[src/rtl/updown_mod_counter_pkg.sv]
// Shared types, defaults and helpers for the up/down modulo counter.
package counter_pkg;

  typedef enum logic {
    DIR_UP   = 1'b0,
    DIR_DOWN = 1'b1
  } dir_t;

  localparam int DEF_WIDTH = 4;

  // Out-of-range load values saturate at the top of the count range.
  function automatic int clamp_load(input int value, input int modulus);
    return (value >= modulus) ? modulus - 1 : value;
  endfunction

endpackage

[src/rtl/updown_mod_counter_if.sv]
// Control/status bundle between a counter user (master) and the counter (slave).
interface updown_mod_counter_if
  import counter_pkg::*;
#(
  parameter int WIDTH = DEF_WIDTH
);

  logic             enable;
  logic             reverse;
  logic             load;
  logic [WIDTH-1:0] load_val;
  logic [WIDTH-1:0] Q;
  logic             tc;
  logic             wrap;

  modport master (
    output enable, reverse, load, load_val,
    input  Q, tc, wrap
  );

  modport slave (
    input  enable, reverse, load, load_val,
    output Q, tc, wrap
  );

endinterface

[src/rtl/updown_mod_counter_tff.sv]
// tff_cell: single T flip-flop with asynchronous active-low clear.
module tff_cell (
  input  logic clk,
  input  logic rst_n,
  input  logic i_t,
  output logic o_q
);

  logic r_q;

  always_ff @(posedge clk or negedge rst_n) begin
    if (!rst_n) begin
      r_q <= 1'b0;
    end else begin
      r_q <= r_q ^ i_t;
    end
  end

  assign o_q = r_q;

endmodule

[src/rtl/updown_mod_counter.sv]
// updown_mod_counter: modulo-MODULUS up/down counter built from one T flip-flop per bit.
// Define UDC_SATURATE_EN to hold at the terminal values instead of wrapping.
module updown_mod_counter
  import counter_pkg::*;
#(
  parameter int WIDTH   = DEF_WIDTH,
  parameter int MODULUS = 2**WIDTH
) (
  input  logic                clk,
  input  logic                rst_n,
  updown_mod_counter_if.slave bus
);

  localparam logic [WIDTH-1:0] MAX_Q        = WIDTH'(MODULUS - 1);
  localparam bit               NATURAL_WRAP = (MODULUS == (2**WIDTH));

  logic [WIDTH-1:0] w_q;
  logic [WIDTH-1:0] w_toggle;
  logic [WIDTH-1:0] w_carry;
  logic [WIDTH-1:0] w_borrow;
  logic [WIDTH-1:0] w_step;
  logic [WIDTH-1:0] w_load_q;
  dir_t             w_dir;
  logic             w_down;
  logic             w_term;
  logic             w_tc;

  assign w_dir    = dir_t'(bus.reverse);
  assign w_down   = (w_dir == DIR_DOWN);
  assign w_load_q = WIDTH'(clamp_load(int'(bus.load_val), MODULUS));
  assign w_term   = w_down ? (w_q == '0) : (w_q == MAX_Q);
  assign w_tc     = bus.enable & ~bus.load & w_term;
  assign w_step   = w_down ? w_borrow : w_carry;

  // Bit gi toggles when all lower bits are 1 (up) or all are 0 (down).
  genvar gi;
  generate
    for (gi = 0; gi < WIDTH; gi++) begin : g_bit
      if (gi == 0) begin : g_lsb
        assign w_carry[gi]  = 1'b1;
        assign w_borrow[gi] = 1'b1;
      end else begin : g_chain
        assign w_carry[gi]  = w_carry[gi-1] & w_q[gi-1];
        assign w_borrow[gi] = w_borrow[gi-1] & ~w_q[gi-1];
      end

      tff_cell u_tff (
        .clk   (clk),
        .rst_n (rst_n),
        .i_t   (w_toggle[gi]),
        .o_q   (w_q[gi])
      );
    end
  endgenerate

  // Toggle mask = current ^ next, so a load or a terminal jump is a single XOR.
  always_comb begin
    w_toggle = '0;
    if (bus.load) begin
      w_toggle = w_q ^ w_load_q;
`ifdef UDC_SATURATE_EN
    end else if (bus.enable && !w_term) begin
      w_toggle = w_step;
`else
    end else if (bus.enable && w_term && !NATURAL_WRAP) begin
      w_toggle = w_down ? (w_q ^ MAX_Q) : w_q;
    end else if (bus.enable) begin
      w_toggle = w_step;
`endif
    end
  end

`ifdef UDC_SATURATE_EN
  assign bus.wrap = 1'b0;
`else
  logic r_wrap;

  always_ff @(posedge clk or negedge rst_n) begin
    if (!rst_n) begin
      r_wrap <= 1'b0;
    end else begin
      r_wrap <= w_tc;
    end
  end

  assign bus.wrap = r_wrap;
`endif

  assign bus.Q  = w_q;
  assign bus.tc = w_tc;

endmodule

[src/flat_wrapper.sv]
// flat-port wrapper written by rule: the top's interface ports become plain ports
module updown_mod_counter_flat import counter_pkg::*;
#(
  parameter int WIDTH   = DEF_WIDTH,
  parameter int MODULUS = 2**WIDTH
)
  (clk, rst_n, bus_enable, bus_reverse, bus_load, bus_load_val, bus_Q, bus_tc, bus_wrap);
  updown_mod_counter_if #(.WIDTH(WIDTH)) bus_i ();
  input  logic clk;
  input  logic rst_n;
  input wire logic [$bits(bus_i.enable)-1:0] bus_enable;
  input wire logic [$bits(bus_i.reverse)-1:0] bus_reverse;
  input wire logic [$bits(bus_i.load)-1:0] bus_load;
  input wire logic [$bits(bus_i.load_val)-1:0] bus_load_val;
  output wire logic [$bits(bus_i.Q)-1:0] bus_Q;
  output wire logic [$bits(bus_i.tc)-1:0] bus_tc;
  output wire logic [$bits(bus_i.wrap)-1:0] bus_wrap;
  assign bus_i.enable = bus_enable;
  assign bus_i.reverse = bus_reverse;
  assign bus_i.load = bus_load;
  assign bus_i.load_val = bus_load_val;
  assign bus_Q = bus_i.Q;
  assign bus_tc = bus_i.tc;
  assign bus_wrap = bus_i.wrap;
  updown_mod_counter #(.WIDTH(WIDTH), .MODULUS(MODULUS)) u_core (.clk(clk), .rst_n(rst_n), .bus(bus_i));
endmodule
[config.mk]
export PLATFORM = sky130hd
export DESIGN_NAME = updown_mod_counter_flat
export DESIGN_NICKNAME = d
export VERILOG_FILES = /design/src/rtl/updown_mod_counter_pkg.sv /design/src/rtl/updown_mod_counter_if.sv /design/src/rtl/updown_mod_counter_tff.sv /design/src/rtl/updown_mod_counter.sv /design/src/flat_wrapper.sv
export SDC_FILE = /design/constraint.sdc
export NUM_CORES = 1
export LEC_CHECK = 0
export ABC_CLOCK_PERIOD_IN_PS = 1200
export CAP_MARGIN = 20
export CORE_AREA = 2 2 39 41
export CTS_CLUSTER_SIZE = 16
export DETAILED_ROUTE_END_ITERATION = 12
export DIE_AREA = 0 0 41 43
export PLACE_DENSITY_LB_ADDON = 0.05
export SLEW_MARGIN = 20
export SYNTH_ARGS = -nofsm -noshare
export SYNTH_HDL_FRONTEND = slang
export SYNTH_SLANG_ARGS = --single-unit
[constraint.sdc]
create_clock -name clk -period 1.2 [get_ports clk]
set_input_delay 0.12 -clock clk [delete_from_list [all_inputs] [get_ports clk]]
set_output_delay 0.12 -clock clk [all_outputs]
set_load 0.01 [all_outputs]
==> results of run 1 <==
## through the flow
step / cells / hold slack, ps / area (um^2) / setup slack [ps] / util
after floorplan: 34 / -175.6 / 325.3 / 28.63 / -
after global routing: 73 / 111.0 / 599.3 / -308.5 / 0.4331
after CTS: 76 / 111.2 / 586.8 / -242.7 / 0.4241
after global placement: 69 / 359.9 / 526.8 / -572.3 / 0.3807
final: 73 / 107.6 / 599.3 / -207.1 / 0.4331
after detailed placement: 69 / 371.3 / 526.8 / -658.7 / 0.3807
## placed cells by master (no fill, tap or decap), drive strengths merged, types with 2 or more instances in the layout
master and instances:
buf 11, clkbuf 4, clkdlybuf4s15 4, clkdlybuf4s50 8, dfrtp 5, mux2i 2
nand2 2, nand3 2, nor2 2, o21ai 2, xnor2 2
## power breakdown
| part | total [mW] | leakage [nW] | internal (mW) | switching [mW] |
|---|---|---|---|---|
| combinational | 0.210 | 0.195 | 0.127 | 0.0825 |
| sequential | 0.209 | 0.0598 | 0.188 | 0.0212 |
| clock | 0.192 | 0.0150 | 0.126 | 0.0660 |
## flip-flops by register name, indices dropped and copies added (netlist names)
name,cells
u_core.g_bit.u_tff.o_q,4
u_core.bus.wrap,1
## worst max-delay path by stage
stage | from | to | slack (ps) | cells past startpoint
after floorplan | u_core.g_bit[0].u_tff.o_q | bus_tc | 30 | 3
after detailed placement | bus_reverse | bus_tc | -660 | 5
after global placement | bus_reverse | bus_tc | -570 | 5
after CTS | u_core.g_bit[1].u_tff.o_q | bus_tc | -240 | 4
after global routing | u_core.g_bit[2].u_tff.o_q | bus_tc | -310 | 4
final | u_core.g_bit[2].u_tff.o_q | bus_tc | -210 | 4
## logic make-up (layout without fill, tap and decap cells)
family	count (synthesis)	in the layout
flops	5	5
mux	2	2
simple gates	13	13
xor+xnor	3	3
compound gates	5	5
buf+inv	6	29
## routing by layer
layer / up-vias / track usage / share of wire
met4: 0 / 0.06000 / 0
met5: - / 0 / 0
met2: 9 / 0.2000 / 0.58
li1: 161 / - / -
met1: 147 / 0.1667 / 0.37
met3: 0 / 0.01571 / 0.052
## timing repair
action / 4_1_cts / 5_1_grt
gates resized for setup: 15 / 9
buffers inserted: 3 / 0
endpoints found under the setup margin: 8 / 8
pin swaps: 3 / 5
## cell type report
| class | instances | area, um^2 |
|---|---|---|
| clock buffer | 4 | 26.28 |
| fill | 143 | 784.5 |
| inverter | 1 | 3.754 |
| multi-input combinational | 23 | 210.2 |
| sequential | 5 | 126.4 |
| tap | 16 | 20.02 |
| timing repair buffer | 24 | 212.7 |
==> results.yml, run 1 <==
outcome:
  outcome: "finished, violations left"
  failed_checks: "negative setup slack"
placement:
  io_buffers: 14
  gp_congestion: 0.6554
critical_path:
  end_kind: "primary output"
  reg2reg_to: "u_core.g_bit[2].u_tff.o_q"
  worst_path_largest_cell_delay_ps: 420
  cp_max_fo: 3
  cp_num_buf_inv: 1
  start_kind: "flop"
  cp.required_ps: 1080
  cp_data_arrival_time_ps: 1290
  ff2ff_path_depth: 4
  r2r_start: "u_core.g_bit[1].u_tff.o_q"
  crit_family: "flip-flops"
  cpMaxStageDelayCell: "dfrtp_1"
  worstSetupPathType: "flop to primary output"
  r2r_slack_ps: -140
  cp_cell_sequence: "nor4b_4, o21ai_2, nor2_1, buf_2"
clocking:
  htreeDepth: 1
  cts_root_buffer: "clkbuf_4"
  cts_buffer_depth: 2
  cts_tree: "built"
  numCtsBuffers: 3
  path_clk_slew_ps: 50
  cts.sinks: 5
  clock_latency_ps: 240
  hold_buffers: 0
synth:
  syn_area_per_cell_um2: 9.568
  ys_ff_latch: 5
  muxShareOfSynthArea: 0.06154
  synth-xor-area-share: 0.08077
  yosys-top-cells-count: "dfrtp_1, buf_4"
  synth.area.top_cells: "dfrtp_1, buf_4, mux2i_1, xnor2_1, and4b_2"
  async_flop_share: 1.000
  ys_types: 22
  synth_edf_count: 0
  synth_top_area_frac: 0.3846
  ys_seq_area_frac: 0.3846
  synth_top_family_by_area: "simple AND/OR/NAND/NOR gates"
  syn_area_um2: 325.3
  synthCells: 34
  synth_flop_cell: "dfrtp_1"
  synthAdderAreaFrac: 0
  synth-simple-area-share: 0.2577
  synth_top_area_cell: "dfrtp_1"
  synth_compound_area_frac: 0.1000
  synth_most_common_cell: "dfrtp_1"
  synth_warnings: 0
  syn-num-nets: 43
drt:
  ant_nets: 0
  drc_errors: 0
  wl_per_cell_um: 11.78
  vias: 317
  post_drt_via_cell_ratio: 4.342
  wl_um: 860
  drtIter0Drc: 4
  first_pass_iters: 2
global_route:
  grt_pass1_vias: 346
  grt-ovfl-total: 0
  grt_pass1_wl_um: 1524
  grt_max_degree: 9
  grt.total_usage: 0.1282
  antenna_found_initial: 0
sta:
  fin_crit_ps: 1407
  final.period_utilization: 1.173
  clock_skew_ps: 4.742
  setup_viol: 3
  setup_tns_ps: -377.9
  setup_ws_ps: -207.1
  maxSlewViolCount: 0
  grt_setup_unrepaired: "true"
  max_freq_mhz: 710.7
  relSlewSlack: 0.8402
  tightestPinTransition_ps: 238.9
  finalHoldViolCount: 0
flow_run:
  drv_cap: 0
min_path:
  hp-class: "input pin to asynchronous set/reset pin"
cells_and_area:
  area.growth.synth_to_final_pct: 84.23
  final_nets: 67
  antenna_cells: 0
  layout-drive-gt1-share: 0.3684
die:
  start_util: 0.2351
  core_um2: 1384
  chipWidth_um: 41
  rows: 14
  die-area_um2: 1763
  pin_count: 15
  dieHeight_um: 43
pwr:
  p_leak_nw: 0.2702
  power.density_nw_per_um2: 1019
  max-vdd-ir-drop_v: 0.0004499
  finalPower_mw: 0.6108
Note: power is estimated with default switching activity, not from simulation.
==> run 2, diff against run 1 <==
--- a/config.mk
+++ b/config.mk
@@ -11,7 +11,8 @@
 export CTS_CLUSTER_SIZE = 16
 export DETAILED_ROUTE_END_ITERATION = 12
 export DIE_AREA = 0 0 41 43
-export PLACE_DENSITY_LB_ADDON = 0.05
+export PLACE_DENSITY = 0.53
+export SETUP_SLACK_MARGIN = 0.5
 export SLEW_MARGIN = 20
 export SYNTH_ARGS = -nofsm -noshare
 export SYNTH_HDL_FRONTEND = slang
==> run 2 against run 1 <==
Against the previous run:
- the run still ends with negative setup slack left
- clock skew decreased by 4.0 ps
- sequential share of layout area is 3.3 points lower
- sequential cell count unchanged
- sequential power is essentially flat
- clock power hardly changed
- non-clock buffer count is 10 higher
- critical path depth increased by 1
- routed wire length increased by 26%
- setup slack lost 29 ps
- maximum frequency is 2.0% lower
- die area is the same
- global-route usage decreased by 0.075 points
- largest cell class unchanged
==> results.yml, run 2 (same netlist as run 1, synthesis figures left out) <==
pwr:
  max-vdd-ir-drop_v: 0.0004320
  p_leak_nw: 0.3343
  power.density_nw_per_um2: 1014
  finalPower_mw: 0.7208
die:
  dieHeight_um: 43
  chipWidth_um: 41
  start_util: 0.2351
  rows: 14
  core_um2: 1384
  die-area_um2: 1763
  pin_count: 15
critical_path:
  crit_family: "flip-flops"
  cp_cell_sequence: "buf_4, and4b_2, o21ai_2, nor2_2, buf_2"
  cp_data_arrival_time_ps: 1320
  worst_path_largest_cell_delay_ps: 370
  ff2ff_path_depth: 5
  reg2reg_to: "u_core.g_bit[2].u_tff.o_q"
  r2r_start: "u_core.g_bit[0].u_tff.o_q"
  cp_max_fo: 2
  worstSetupPathType: "flop to primary output"
  r2r_slack_ps: -210
  start_kind: "flop"
  end_kind: "primary output"
  cp_num_buf_inv: 2
  cp.required_ps: 1080
  cpMaxStageDelayCell: "dfrtp_1"
sta:
  fin_crit_ps: 1436
  final.period_utilization: 1.197
  setup_viol: 7
  relSlewSlack: 0.8426
  finalHoldViolCount: 0
  clock_skew_ps: 0.7869
  grt_setup_unrepaired: "true"
  setup_ws_ps: -236.3
  tightestPinTransition_ps: 235.4
  maxSlewViolCount: 0
  max_freq_mhz: 696.2
flow_run:
  drv_cap: 0
placement:
  placed_area_um2: 533.0
  dp_hpwl_um: 643.2
  gp_congestion: 0.6183
  io_buffers: 14
  placed_cells_incl_taps: 68
cells_and_area:
  antenna_cells: 0
  largest_register_ffs: 4
  layout_common_cells: "buf_4, buf_6, clkdlybuf4s50_1, dfrtp_1"
  layout-drive-gt1-share: 0.5821
  post_layout_nonfiller_instances: 83
  area.growth.synth_to_final_pct: 118.5
  fillCellCount: 133
  final_common_cell: "buf_4"
  finalInstanceArea_um2: 710.7
  final_nets: 77
drt:
  wl_per_cell_um: 13.08
  vias: 364
  drc_errors: 0
  drtIter0Drc: 6
  ant_nets: 0
  wl_um: 1086
  post_drt_via_cell_ratio: 4.386
  first_pass_iters: 2
clocking:
  cts.sinks: 5
  htreeDepth: 1
  path_clk_slew_ps: 40
  cts_buffer_depth: 2
  numCtsBuffers: 3
  clock_latency_ps: 240
  cts_tree: "built"
  cts_root_buffer: "clkbuf_4"
global_route:
  grt_pass1_wl_um: 1504
  grt-ovfl-total: 0
  grt.total_usage: 0.1274
  grt_max_degree: 9
  antenna_found_initial: 0
  grt_pass1_vias: 347
outcome:
  failed_checks: "negative setup slack"
  outcome: "finished, violations left"
min_path:
  hp-class: "input pin to asynchronous set/reset pin"
[run 2: routing by layer]
metal / track usage / up-vias / share of wire
met1: 0.1908 / 165 / 0.42
met2: 0.1656 / 13 / 0.52
met5: 0 / - / 0
met3: 0.01571 / 0 / 0.055
met4: 0.08000 / 0 / 0
li1: - / 186 / -
[run 2: repair_timing]
action,in CTS,in global routing
endpoints found under the setup margin,11,11
hold buffers,0,0
buffers inserted,8,3
resized for setup,34,7
pin swaps,3,1
[run 2: worst reg2reg max path: cells and delay by family, from the launching register on]
kind                   cells  cell delay [ps]
and+or+nand+nor            2              380
DFF                        1              430
AOI/OAI and AO/OA          1              230
buffers and inverters      2              240
[run 2: per-stage QoR]
step                      setup slack (ps)    util  hold WS, ps  setup TNS [ps]
after floorplan                      82.42       -       -175.6               0
after global placement              -536.8  0.3852        361.9           -1092
after detailed placement            -572.3  0.3852        364.9           -1148
after CTS                           -246.6  0.4647        106.6          -813.7
after global routing                -297.5  0.5136        118.2           -1259
final                               -236.3  0.5136        105.1          -923.3
[run 2: layout make-up]
type,count,area (um^2),area share
repair buffers,34,309.0,0.4349
inverters,1,3.754,0.005282
multi-input cells,23,225.2,0.3169
well taps,16,20.02,0.02817
clock buffers,4,26.28,0.03697
flip-flops and latches,5,126.4,0.1778
[run 2: how the worst max path moves through the flow]
stage / startpoint / end / slack, ps / depth (start not counted)
2_1_floorplan: u_core.g_bit[0].u_tff.o_q / u_core.g_bit[2].u_tff.o_q / 80 / 3
3_3_place_gp: bus_reverse / bus_tc / -540 / 5
3_5_place_dp: bus_reverse / bus_tc / -570 / 5
4_1_cts: u_core.g_bit[2].u_tff.o_q / bus_tc / -250 / 5
5_1_grt: u_core.g_bit[2].u_tff.o_q / bus_tc / -300 / 5
6_report: u_core.g_bit[2].u_tff.o_q / bus_tc / -240 / 5
[run 2: power by group]
| part | switching, mW | internal [mW] | total (mW) |
|---|---|---|---|
| sequential | 0.0208 | 0.188 | 0.209 |
| combinational | 0.112 | 0.205 | 0.317 |
| clock | 0.0693 | 0.126 | 0.195 |
